===== src/rtl/map_pkg.sv =====
// map_pkg
//   Shared constants and types for the tile map write path.
//   The map is MAP_W x MAP_H tiles. Readback scales it by MAP_SCALE to 640x480.
package map_pkg;

   localparam int MAP_W     = 128;
   localparam int MAP_H     = 96;
   localparam int MAP_SCALE = 5;
   localparam int MAP_DEPTH = MAP_W * MAP_H;

   typedef logic [7:0]  tile_coord_t;
   typedef logic [23:0] rgb_t;

   typedef enum logic [1:0] {
      IDLE,
      FILL,
      FINISH
   } wr_state_t;

endpackage


===== src/rtl/map_raster_counter.sv =====
// map_raster_counter
//   Column/row walker for one clipped rectangle. Coordinates run in raster order.
//   Ports:
//     clk_i, rst_i       clock, asynchronous active-high reset
//     load_i             take the origin and clipped bounds
//     step_i             advance to the next tile
//     x_first_i/y_first_i, x_last_i/y_last_i   rectangle bounds (inclusive)
//     next_col_o/next_row_o   tile that follows the current one
//     last_o             current tile is (x_last, y_last)
module map_raster_counter
   import map_pkg::*;
(
   input  logic        clk_i,
   input  logic        rst_i,
   input  logic        load_i,
   input  logic        step_i,
   input  tile_coord_t x_first_i,
   input  tile_coord_t y_first_i,
   input  tile_coord_t x_last_i,
   input  tile_coord_t y_last_i,
   output tile_coord_t next_col_o,
   output tile_coord_t next_row_o,
   output logic        last_o
);

   tile_coord_t col_q, row_q;
   tile_coord_t x_first_q, x_last_q, y_last_q;
   tile_coord_t col_d, row_d;
   logic        col_end;

   // Wrapping the column and bumping the row happen in the same step.
   always_comb begin
      col_end = (col_q == x_last_q);
      if (col_end) begin
         col_d = x_first_q;
         row_d = row_q + 8'd1;
      end else begin
         col_d = col_q + 8'd1;
         row_d = row_q;
      end
   end

   assign last_o     = col_end && (row_q == y_last_q);
   assign next_col_o = col_d;
   assign next_row_o = row_d;

   always_ff @(posedge clk_i or posedge rst_i) begin
      if (rst_i) begin
         col_q     <= '0;
         row_q     <= '0;
         x_first_q <= '0;
         x_last_q  <= '0;
         y_last_q  <= '0;
      end else if (load_i) begin
         col_q     <= x_first_i;
         row_q     <= y_first_i;
         x_first_q <= x_first_i;
         x_last_q  <= x_last_i;
         y_last_q  <= y_last_i;
      end else if (step_i) begin
         col_q <= col_d;
         row_q <= row_d;
      end
   end

endmodule


===== src/rtl/map_rect_writer.sv =====
// map_rect_writer
//   Paints one clipped rectangle of a single colour into the tile map RAM,
//   one write per clock, then pulses done.
//   Ports:
//     Clk, Reset                  clock, asynchronous active-high reset
//     cmd_valid / cmd_ready       command handshake
//     cmd_x, cmd_y, cmd_w, cmd_h  rectangle origin and size in tiles
//     cmd_color                   fill colour (RGB888)
//     write_address, data_In, we  map RAM write port
//     busy                        command in progress
//     done                        one-cycle completion pulse
//
//   state  | meaning
//   IDLE   | ready for a command
//   FILL   | one map write per cycle; outputs hold the tile being written
//   FINISH | done pulse; entered straight from IDLE it waits one cycle first
module map_rect_writer #(
   parameter int MAP_W  = map_pkg::MAP_W,
   parameter int MAP_H  = map_pkg::MAP_H,
   parameter int ADDR_W = 19,
   parameter int DATA_W = 24
) (
   input  logic                   Clk,
   input  logic                   Reset,
   input  logic                   cmd_valid,
   output logic                   cmd_ready,
   input  logic [7:0]             cmd_x,
   input  logic [7:0]             cmd_y,
   input  logic [7:0]             cmd_w,
   input  logic [7:0]             cmd_h,
   input  logic [DATA_W-1:0]      cmd_color,
   output logic [ADDR_W-1:0]      write_address,
   output logic [DATA_W-1:0]      data_In,
   output logic                   we,
   output logic                   busy,
   output logic                   done
);

   import map_pkg::*;

   localparam logic [8:0] MAP_W9 = 9'(MAP_W);
   localparam logic [8:0] MAP_H9 = 9'(MAP_H);

   wr_state_t           state_q;
   logic                cmd_ready_q, busy_q, done_q, we_q;
   logic [ADDR_W-1:0]   addr_q;
   logic [DATA_W-1:0]   data_q;

   logic [8:0]          x_end_d, y_end_d;
   tile_coord_t         x_last_d, y_last_d;
   logic                cmd_empty_d;
   logic                accept;
   tile_coord_t         next_col, next_row;
   logic                last_tile;

   function automatic logic [ADDR_W-1:0] tile_addr(input tile_coord_t row, input tile_coord_t col);
      return ADDR_W'(row) * ADDR_W'(MAP_W) + ADDR_W'(col);
   endfunction

   // Clip in 9 bits so x+w up to 510 cannot wrap.
   always_comb begin
      x_end_d     = {1'b0, cmd_x} + {1'b0, cmd_w};
      y_end_d     = {1'b0, cmd_y} + {1'b0, cmd_h};
      x_last_d    = (x_end_d > MAP_W9) ? 8'(MAP_W9 - 9'd1) : 8'(x_end_d - 9'd1);
      y_last_d    = (y_end_d > MAP_H9) ? 8'(MAP_H9 - 9'd1) : 8'(y_end_d - 9'd1);
      cmd_empty_d = (cmd_w == 8'd0) || (cmd_h == 8'd0) ||
                    ({1'b0, cmd_x} >= MAP_W9) || ({1'b0, cmd_y} >= MAP_H9);
   end

   assign accept = (state_q == IDLE) && cmd_valid && cmd_ready_q;

   map_raster_counter u_raster (
      .clk_i      (Clk),
      .rst_i      (Reset),
      .load_i     (accept && !cmd_empty_d),
      .step_i     ((state_q == FILL) && !last_tile),
      .x_first_i  (cmd_x),
      .y_first_i  (cmd_y),
      .x_last_i   (x_last_d),
      .y_last_i   (y_last_d),
      .next_col_o (next_col),
      .next_row_o (next_row),
      .last_o     (last_tile)
   );

   always_ff @(posedge Clk or posedge Reset) begin
      if (Reset) begin
         state_q     <= IDLE;
         cmd_ready_q <= 1'b1;
         busy_q      <= 1'b0;
         done_q      <= 1'b0;
         we_q        <= 1'b0;
         addr_q      <= '0;
         data_q      <= '0;
      end else begin
         case (state_q)
            IDLE: begin
               done_q <= 1'b0;
               we_q   <= 1'b0;
               if (accept) begin
                  cmd_ready_q <= 1'b0;
                  busy_q      <= 1'b1;
                  data_q      <= cmd_color;
                  if (cmd_empty_d) begin
                     state_q <= FINISH;
                  end else begin
                     // The origin tile is written in the very next cycle.
                     state_q <= FILL;
                     we_q    <= 1'b1;
                     addr_q  <= tile_addr(cmd_y, cmd_x);
                  end
               end
            end
            FILL: begin
               if (last_tile) begin
                  state_q <= FINISH;
                  we_q    <= 1'b0;
                  done_q  <= 1'b1;
               end else begin
                  addr_q <= tile_addr(next_row, next_col);
               end
            end
            FINISH: begin
               if (done_q) begin
                  done_q      <= 1'b0;
                  busy_q      <= 1'b0;
                  cmd_ready_q <= 1'b1;
                  state_q     <= IDLE;
               end else begin
                  // Empty command: no writes, done one cycle later than entry.
                  done_q <= 1'b1;
               end
            end
            default: state_q <= IDLE;
         endcase
      end
   end

   assign cmd_ready     = cmd_ready_q;
   assign busy          = busy_q;
   assign done          = done_q;
   assign we            = we_q;
   assign write_address = addr_q;
   assign data_In       = data_q;

endmodule


===== config.mk =====
export PLATFORM = sky130hd
export DESIGN_NAME = map_rect_writer
export DESIGN_NICKNAME = d
export VERILOG_FILES = /design/src/rtl/map_pkg.sv /design/src/rtl/map_raster_counter.sv /design/src/rtl/map_rect_writer.sv
export SDC_FILE = /design/constraint.sdc
export NUM_CORES = 1
export LEC_CHECK = 0
export ABC_AREA = 1
export BUFFER_PORTS_ARGS = -buffer_cell sky130_fd_sc_hd__buf_2
export CORE_MARGIN = 3
export CORE_UTILIZATION = 50
export CTS_BUF_LIST = sky130_fd_sc_hd__clkbuf_4 sky130_fd_sc_hd__clkbuf_8
export CTS_CLUSTER_DIAMETER = 60
export DETAILED_ROUTE_END_ITERATION = 16
export PLACE_DENSITY = 0.72
export SLEW_MARGIN = 15
export SYNTH_ARGS = -nofsm -noshare
export SYNTH_HDL_FRONTEND = slang
export SYNTH_HIERARCHICAL = 1
export SYNTH_SLANG_ARGS = --single-unit

===== constraint.sdc =====
create_clock -name Clk -period 2.66 [get_ports Clk]
set_clock_uncertainty 0.1 [all_clocks]
set_input_delay 0.532 -clock Clk [delete_from_list [all_inputs] [get_ports Clk]]
set_output_delay 0.532 -clock Clk [all_outputs]
set_load 0.01 [all_outputs]

---- Word-level counts from Yosys, hierarchy flattened ----
Index checks and enable logic that the tools add are counted.
operators by class
  reduce and logical (&&, ||, !) cells .... 23
  shifts and indexed selects .............. 0
  add/sub/neg operators ................... 8
  mux-type cells .......................... 30
  magnitude comparators ................... 4
  eq/ne operators ......................... 9
  multipliers ............................. 0
  bitwise logic cells ..................... 0
  divide/modulo/power cells ............... 0
operator list
  kind                                                  number
  two-way mux 8 bit                                     8
  two-way mux 19 bit                                    3
  one-hot mux 19 bit (2 select lines)                   1
  adder 15 x 8 -> 16 bit                                2
  adder 8 x 8 -> 9 bit                                  2
  adder 8 x 1 -> 8 bit (second input constant)          2
  equality test 8 bit                                   2
  logical NOT 8 bit                                     2
  subtractor 8 x 1 -> 8 bit (second input constant)     2
  inequality test 2 bit (second input constant)         5
  > comparator 9 x 7 -> 1 bit (second input constant)   1
  > comparator 9 x 8 -> 1 bit (second input constant)   1
  two-way mux 1 bit                                     9
  >= comparator 8 x 7 -> 1 bit (second input constant)  1
  >= comparator 8 bit (second input constant)           1
  two-way mux 2 bit                                     4
  one-hot mux 1 bit (2 select lines)                    3
  one-hot mux 2 bit (3 select lines)                    1
  AND reduction 2 bit                                   3
  AND reduction 3 bit                                   2
  nonzero test 2 bit                                    3
  logical AND 1 bit                                     5
  AND reduction 4 bit                                   1
  logical OR 1 bit                                      3
  6 further kinds                                       7
storage, ports and cells
  word-level logic and storage cells ...... 86
  latch bits .............................. 0
  flip-flop bits (word level) ............. 89
  memory bits (read-only) ................. 0
  memories ................................ 0
  memory bits (writable) .................. 0
  input port bits ......................... 59

---- Longest topological paths before layout ----
  depth in word-level cells ............... 7
  depth in mapped cells ................... 19
  depth with buffers taken out ............ 18

---- Modules after synthesis ----
Netlist, hierarchy kept.
by module, submodules not included
  module              times used  area each (um^2)  sequential area each (um^2)  cells an instance
  map_rect_writer     1           3598.5            1152.4                       497
  map_raster_counter  1           2468.6            1001.0                       328

---- Worst setup path after synthesis ----
OpenSTA, ideal clock, no wires.
  path type ............................... input to register
  start point ............................. in cmd_x[0]
  end point ............................... reg u_raster.x_last_q[2]
  data arrival time ....................... 2163 ps
  path buffers ............................ 0
  library setup time ...................... 135 ps
  stages .................................. 13
  slack ................................... 262 ps
  path through ............................ ha_1 > inv_1 > fa_1 > ha_1 > inv_1 > nor2_1 > nand2_1 > nor2_2 > nand3_1 > nand2_2 > nand4_1 > nand2_1 > o21ai_0
on the way
  elaborated cells between the ends (all ways) .. 9
  classes of those cells .................. 2 x add/sub; 2 x order compare; 1 x mux; 4 x reduce/logical
RTL lines
  what                                                                             line                      RTL
  from (decl)                                                                      map_rect_writer.sv:27     input logic [7:0] cmd_x,
  adder 8 x 8 -> 9 bit (*)                                                         map_rect_writer.sv:62     x_end_d = {1'b0, cmd_x} + {1'b0, cmd_w};
  subtractor 8 x 1 -> 8 bit / > comparator 9 x 8 -> 1 bit (equally long branches)  map_rect_writer.sv:64     x_last_d = (x_end_d > MAP_W9) ? 8'(MAP_W9 - 9'd1) : 8'(x_end_d - 9'd1);
  two-way mux 8 bit (*)                                                            map_rect_writer.sv:64
  via x_last_d[2]                                                                  map_rect_writer.sv:50     tile_coord_t x_last_d, y_last_d;
  to (signal assigned)                                                             map_raster_counter.sv:58  x_last_q <= x_last_i;
  to (decl)                                                                        map_raster_counter.sv:27  tile_coord_t x_first_q, x_last_q, y_last_q;
The timed path passes the listed nets; every way through them passes the cells marked *.
A chain may end at the register's enable or synchronous reset.

---- Worst setup path in the final report ----
  start point ............................. reg u_raster.col_q[1]
  end point ............................... reg addr_q[11] (netlist: write_address[11])
on the way
  longest elaborated chain between the ends .. 5
  elaborated cells between the ends (all ways) .. 10
  classes of those cells .................. 2 x add/sub; 2 x eq/ne; 4 x mux; 2 x reduce/logical
ends and longest elaborated chain
  what                                 line                      RTL
  from (decl)                          map_raster_counter.sv:26  tile_coord_t col_q, row_q;
  from (signal assigned)               map_raster_counter.sv:55  col_q <= x_first_i;
  from (signal assigned)               map_raster_counter.sv:61  col_q <= col_d;
  equality test 8 bit                  map_raster_counter.sv:33  col_end = (col_q == x_last_q);
  two-way mux 8 bit                    map_raster_counter.sv:34  if (col_end) begin
  via next_row[0]                      map_rect_writer.sv:53     tile_coord_t next_col, next_row;
  adder 15 x 8 -> 16 bit               map_rect_writer.sv:57     return ADDR_W'(row) * ADDR_W'(MAP_W) + ADDR_W'(col);
  two-way mux 19 bit                   map_rect_writer.sv:115    if (last_tile) begin
  one-hot mux 19 bit (2 select lines)  map_rect_writer.sv:96     case (state_q)
  to (signal assigned)                 map_rect_writer.sv:110    addr_q <= tile_addr(cmd_y, cmd_x);
  to (signal assigned)                 map_rect_writer.sv:120    addr_q <= tile_addr(next_row, next_col);
  to (decl)                            map_rect_writer.sv:46     logic [ADDR_W-1:0] addr_q;
The timed path passes the listed nets, and every way through them passes these cells. The select of a mux whose other input is x is not followed.

==> out/results.ini <==
[global_routing]
antenna_found_initial = 0
grt_first_pass_wirelength_mm = 24.2
grt_max_degree = 47
gr-total-overflow = 0
grt_pass1_vias = 5076
grt_use_total = 0.223

[clocking]
cts-root-buf = clkbuf_8
clock_path_buffers = 2
clock_latency_ns = 0.37
clock-sinks = 86
cts.clk_slew.worst_paths_ns = 0.10
h-tree-depth = 3
postCtsHoldBufs = 0
cts_tree = yes
numCtsBuffers = 9

[setup_path]
slowest_delay_ns = 0.46
required_ns = 2.88
worst_setup_path_start_kind = flip-flop
slowest_stage = dfrtp_1
endpoint_kind = flip-flop
timing.critical_path.from = u_raster/col_q[1]
cp_data_arrival_time_ns = 2.69
r2r_start = u_raster/col_q[1]
worstPathMaxFanout = 5
cpMostUsedCell = nand3_1
crit_buf_inv = 2
worstSetupPathType = reg -> reg
cp_cell_sequence = xnor2_1 -> nand2_2 -> nor2_4 -> buf_4 -> nand3_1 -> and2_4 -> ha_4 -> ha_4 -> nand3_1 -> nor2_2 -> buf_4 -> nor2_1 -> a32o_1 -> nand3_1 -> nand2_1
cp_top_family = simple AND/OR/NAND/NOR gates

[drt]
ant_nets = 0
routed_via_density = 5.13
drt-total-wl_mm = 14.8
vias = 5656
post_drt_wl_per_cell_um = 13.5
drt_pass1_iterations = 5
dr.first_iter.drc_count = 387
route.detailed.drc = 0

[outcome]
status = finished, final reports clean

[synth]
synth_area_leaders = dfrtp_1 35%, nand2_1 17%, nand3_1 7.2%, ha_1 5.8%, inv_1 5.4%
synth_top_family_by_area = simple AND/OR/NAND/NOR gates
synthCells = 825
seq_area_frac_synth = 0.355
yosys.area_share.adder = 0.0643
synth_top_area_frac = 0.351
netlist_area_um2 = 6070
async_flop_share = 1.00
yosys_warnings = 6
synthSimpleGateAreaFrac = 0.349
synth_mux_area_frac = 0.0445
synth-seq-cells = 86
synth_xor_area_frac = 0.0460
synth_edf_count = 0
synth.distinct_cells = 43
synth_largest_area_cell = dfrtp_1
synth-compound-area-share = 0.0557
synth_top_flop_cell = dfrtp_1
synth.avg_cell_area_um2 = 7.35

[sta]
finalSetupViolCount = 0
finalMaxSlewViolations = 0
hold_viol = 0
rsz0062_at_grt = false
period_share = 0.930
post-route-min-period_ns = 2.47
tns_ns = 0
slew_headroom = 0.521
fmax_ghz = 0.404
worst_slew_pin_slew_ns = 0.718

[placement]
io_buffers = 102
gp_congestion = 0.861
dp_hpwl_mm = 11.5
dpl_cell_area_um2 = 6810

[die]
rows = 39
core-area_um2 = 11600
start_util = 0.522
die_area_um2 = 13500
fp.dieH_um = 116
io_pins = 106
die_x_um = 116

[worst_hold_path]
hp-class = in -> async

[pwr]
leakage_uw = 0.00402
power_uw = 2700
peakVddDrop_mv = 0.175
p_per_area_nw_per_um2 = 378

[final_layout]
area_growth_syn_to_layout_pct = 17.9
final_nets = 1043
final_layout_size_suffix_gt1_frac = 0.235
postLayoutCellArea_um2 = 7150
diodes = 0

[job]
max_cap_violations = 0

## sequential cells by signal (all words and copies together) (netlist names)
signal,flops
busy,1
u_raster/x_last_q,8
u_raster/x_first_q,8
u_raster/col_q,8
u_raster/y_last_q,8
write_address,16
data_In,24
u_raster/row_q,8
done,1
we,1
cmd_ready,1
state_q,2
## final cells by class
class                           instances  area [µm²]
Clock inverter                          6        68.8
Timing Repair Buffer                  143         818
Fill cell                            1067        4460
Tap cell                              143         179
Multi-Input combinational cell        623        3460
Inverter                               91         342
Clock buffer                           10         131
Sequential cell                        86        2160
## kinds of logic after synthesis
kind of cell	count (synthesis)
flops	86
buf+inv	118
compound gates	52
xor+xnor	31
other cells	1
fa+ha+maj	30
simple gates	483
mux	24
## Yosys cell counts (4+ instances only)
cell type and count:
a21boi_0 6, a21oi_1 9, a22oi_1 8, and2_1 11, buf_2 7, buf_4 7
buf_6 5, clkbuf_1 7, dfrtp_1 85, ha_1 28, inv_1 88, mux2_2 24
nand2_1 278, nand2_2 8, nand3_1 87, nand3b_1 7, nand4_1 20, nor2_1 57
nor4_1 4, o21ai_0 19, xnor2_1 13, xor2_1 17
## metal layers
metal / track usage / wire, µm
met3: 0.0326 / 771
met4: 0.0704 / 245
met5: 0 / 0
met1: 0.311 / 7160
met2: 0.359 / 6660
## layout by cell type, fill, tap and decap left out, types with 2 or more instances in the layout
| cell type | n |
|---|---|
| dfrtp_1 | 82 |
| buf_2 | 102 |
| o21a_1 | 2 |
| inv_1 | 86 |
| nand2_1 | 275 |
| a22oi_1 | 8 |
| and2_1 | 9 |
| ha_1 | 26 |
| inv_6 | 3 |
| a21oi_1 | 9 |
| a21boi_0 | 6 |
| a32o_1 | 2 |
| o22ai_1 | 2 |
| nor2_4 | 2 |
| or2_2 | 2 |
| xnor2_1 | 13 |
| xor2_1 | 17 |
| conb_1 | 3 |
| buf_4 | 41 |
| nand2_2 | 11 |
| nor2_2 | 8 |
| nand4_1 | 20 |
| nand2_4 | 2 |
| nor4_1 | 4 |
| and2_4 | 2 |
| o21ai_0 | 19 |
| nor2_1 | 51 |
| clkbuf_8 | 9 |
| nand3_1 | 87 |
| nand3b_1 | 7 |
| fa_1 | 2 |
| dfrtp_2 | 3 |
| inv_2 | 4 |
| ha_4 | 2 |
| mux2_2 | 24 |
## worst reg2reg max path, stage by stage, from the launching register on
cell,delay [ns]
dfrtp_1,0.46
xnor2_1,0.21
nand2_2,0.08
nor2_4,0.18
buf_4,0.15
nand3_1,0.09
and2_4,0.18
ha_4,0.16
ha_4,0.16
nand3_1,0.11
nor2_2,0.06
buf_4,0.12
nor2_1,0.08
a32o_1,0.13
nand3_1,0.07
nand2_1,0.08
## timing repair
| action | CTS | global route |
|---|---|---|
| gates resized for setup | 0 | 19 |
| setup endpoints to repair | 0 | 26 |
| buffers inserted | 0 | 12 |
## power by group
part	switching [µW]	internal, µW	total [µW]
Combinational	273	160	433
Clock	510	454	964
Sequential	0	1310	1310
## through the flow
step,hold slack (ns),util,instances,setup WS [ns]
2_1_floorplan,0.343,-,827,0.262
3_3_place_gp,0.349,0.586,1074,-0.0272
3_5_place_dp,0.354,0.586,1074,-0.123
4_1_cts,0.210,0.604,1090,0.0144
5_1_grt,0.248,0.616,1102,0.00404
6_report,0.194,0.616,1102,0.187
## worst paths after layout
path	end	slack, ns	cells past startpoint
setup / recovery	write_address[11]	0.19	15
hold / removal	u_raster/x_first_q[0]	0.19	3
setup reg to reg	write_address[11]	0.19	15
hold reg to reg	write_address[1]	0.37	2
max in group asynchronous	u_raster/col_q[0]	1.86	3
min in group Clk	data_In[10]	0.28	2
Note: power is estimated with default switching activity, not from simulation.
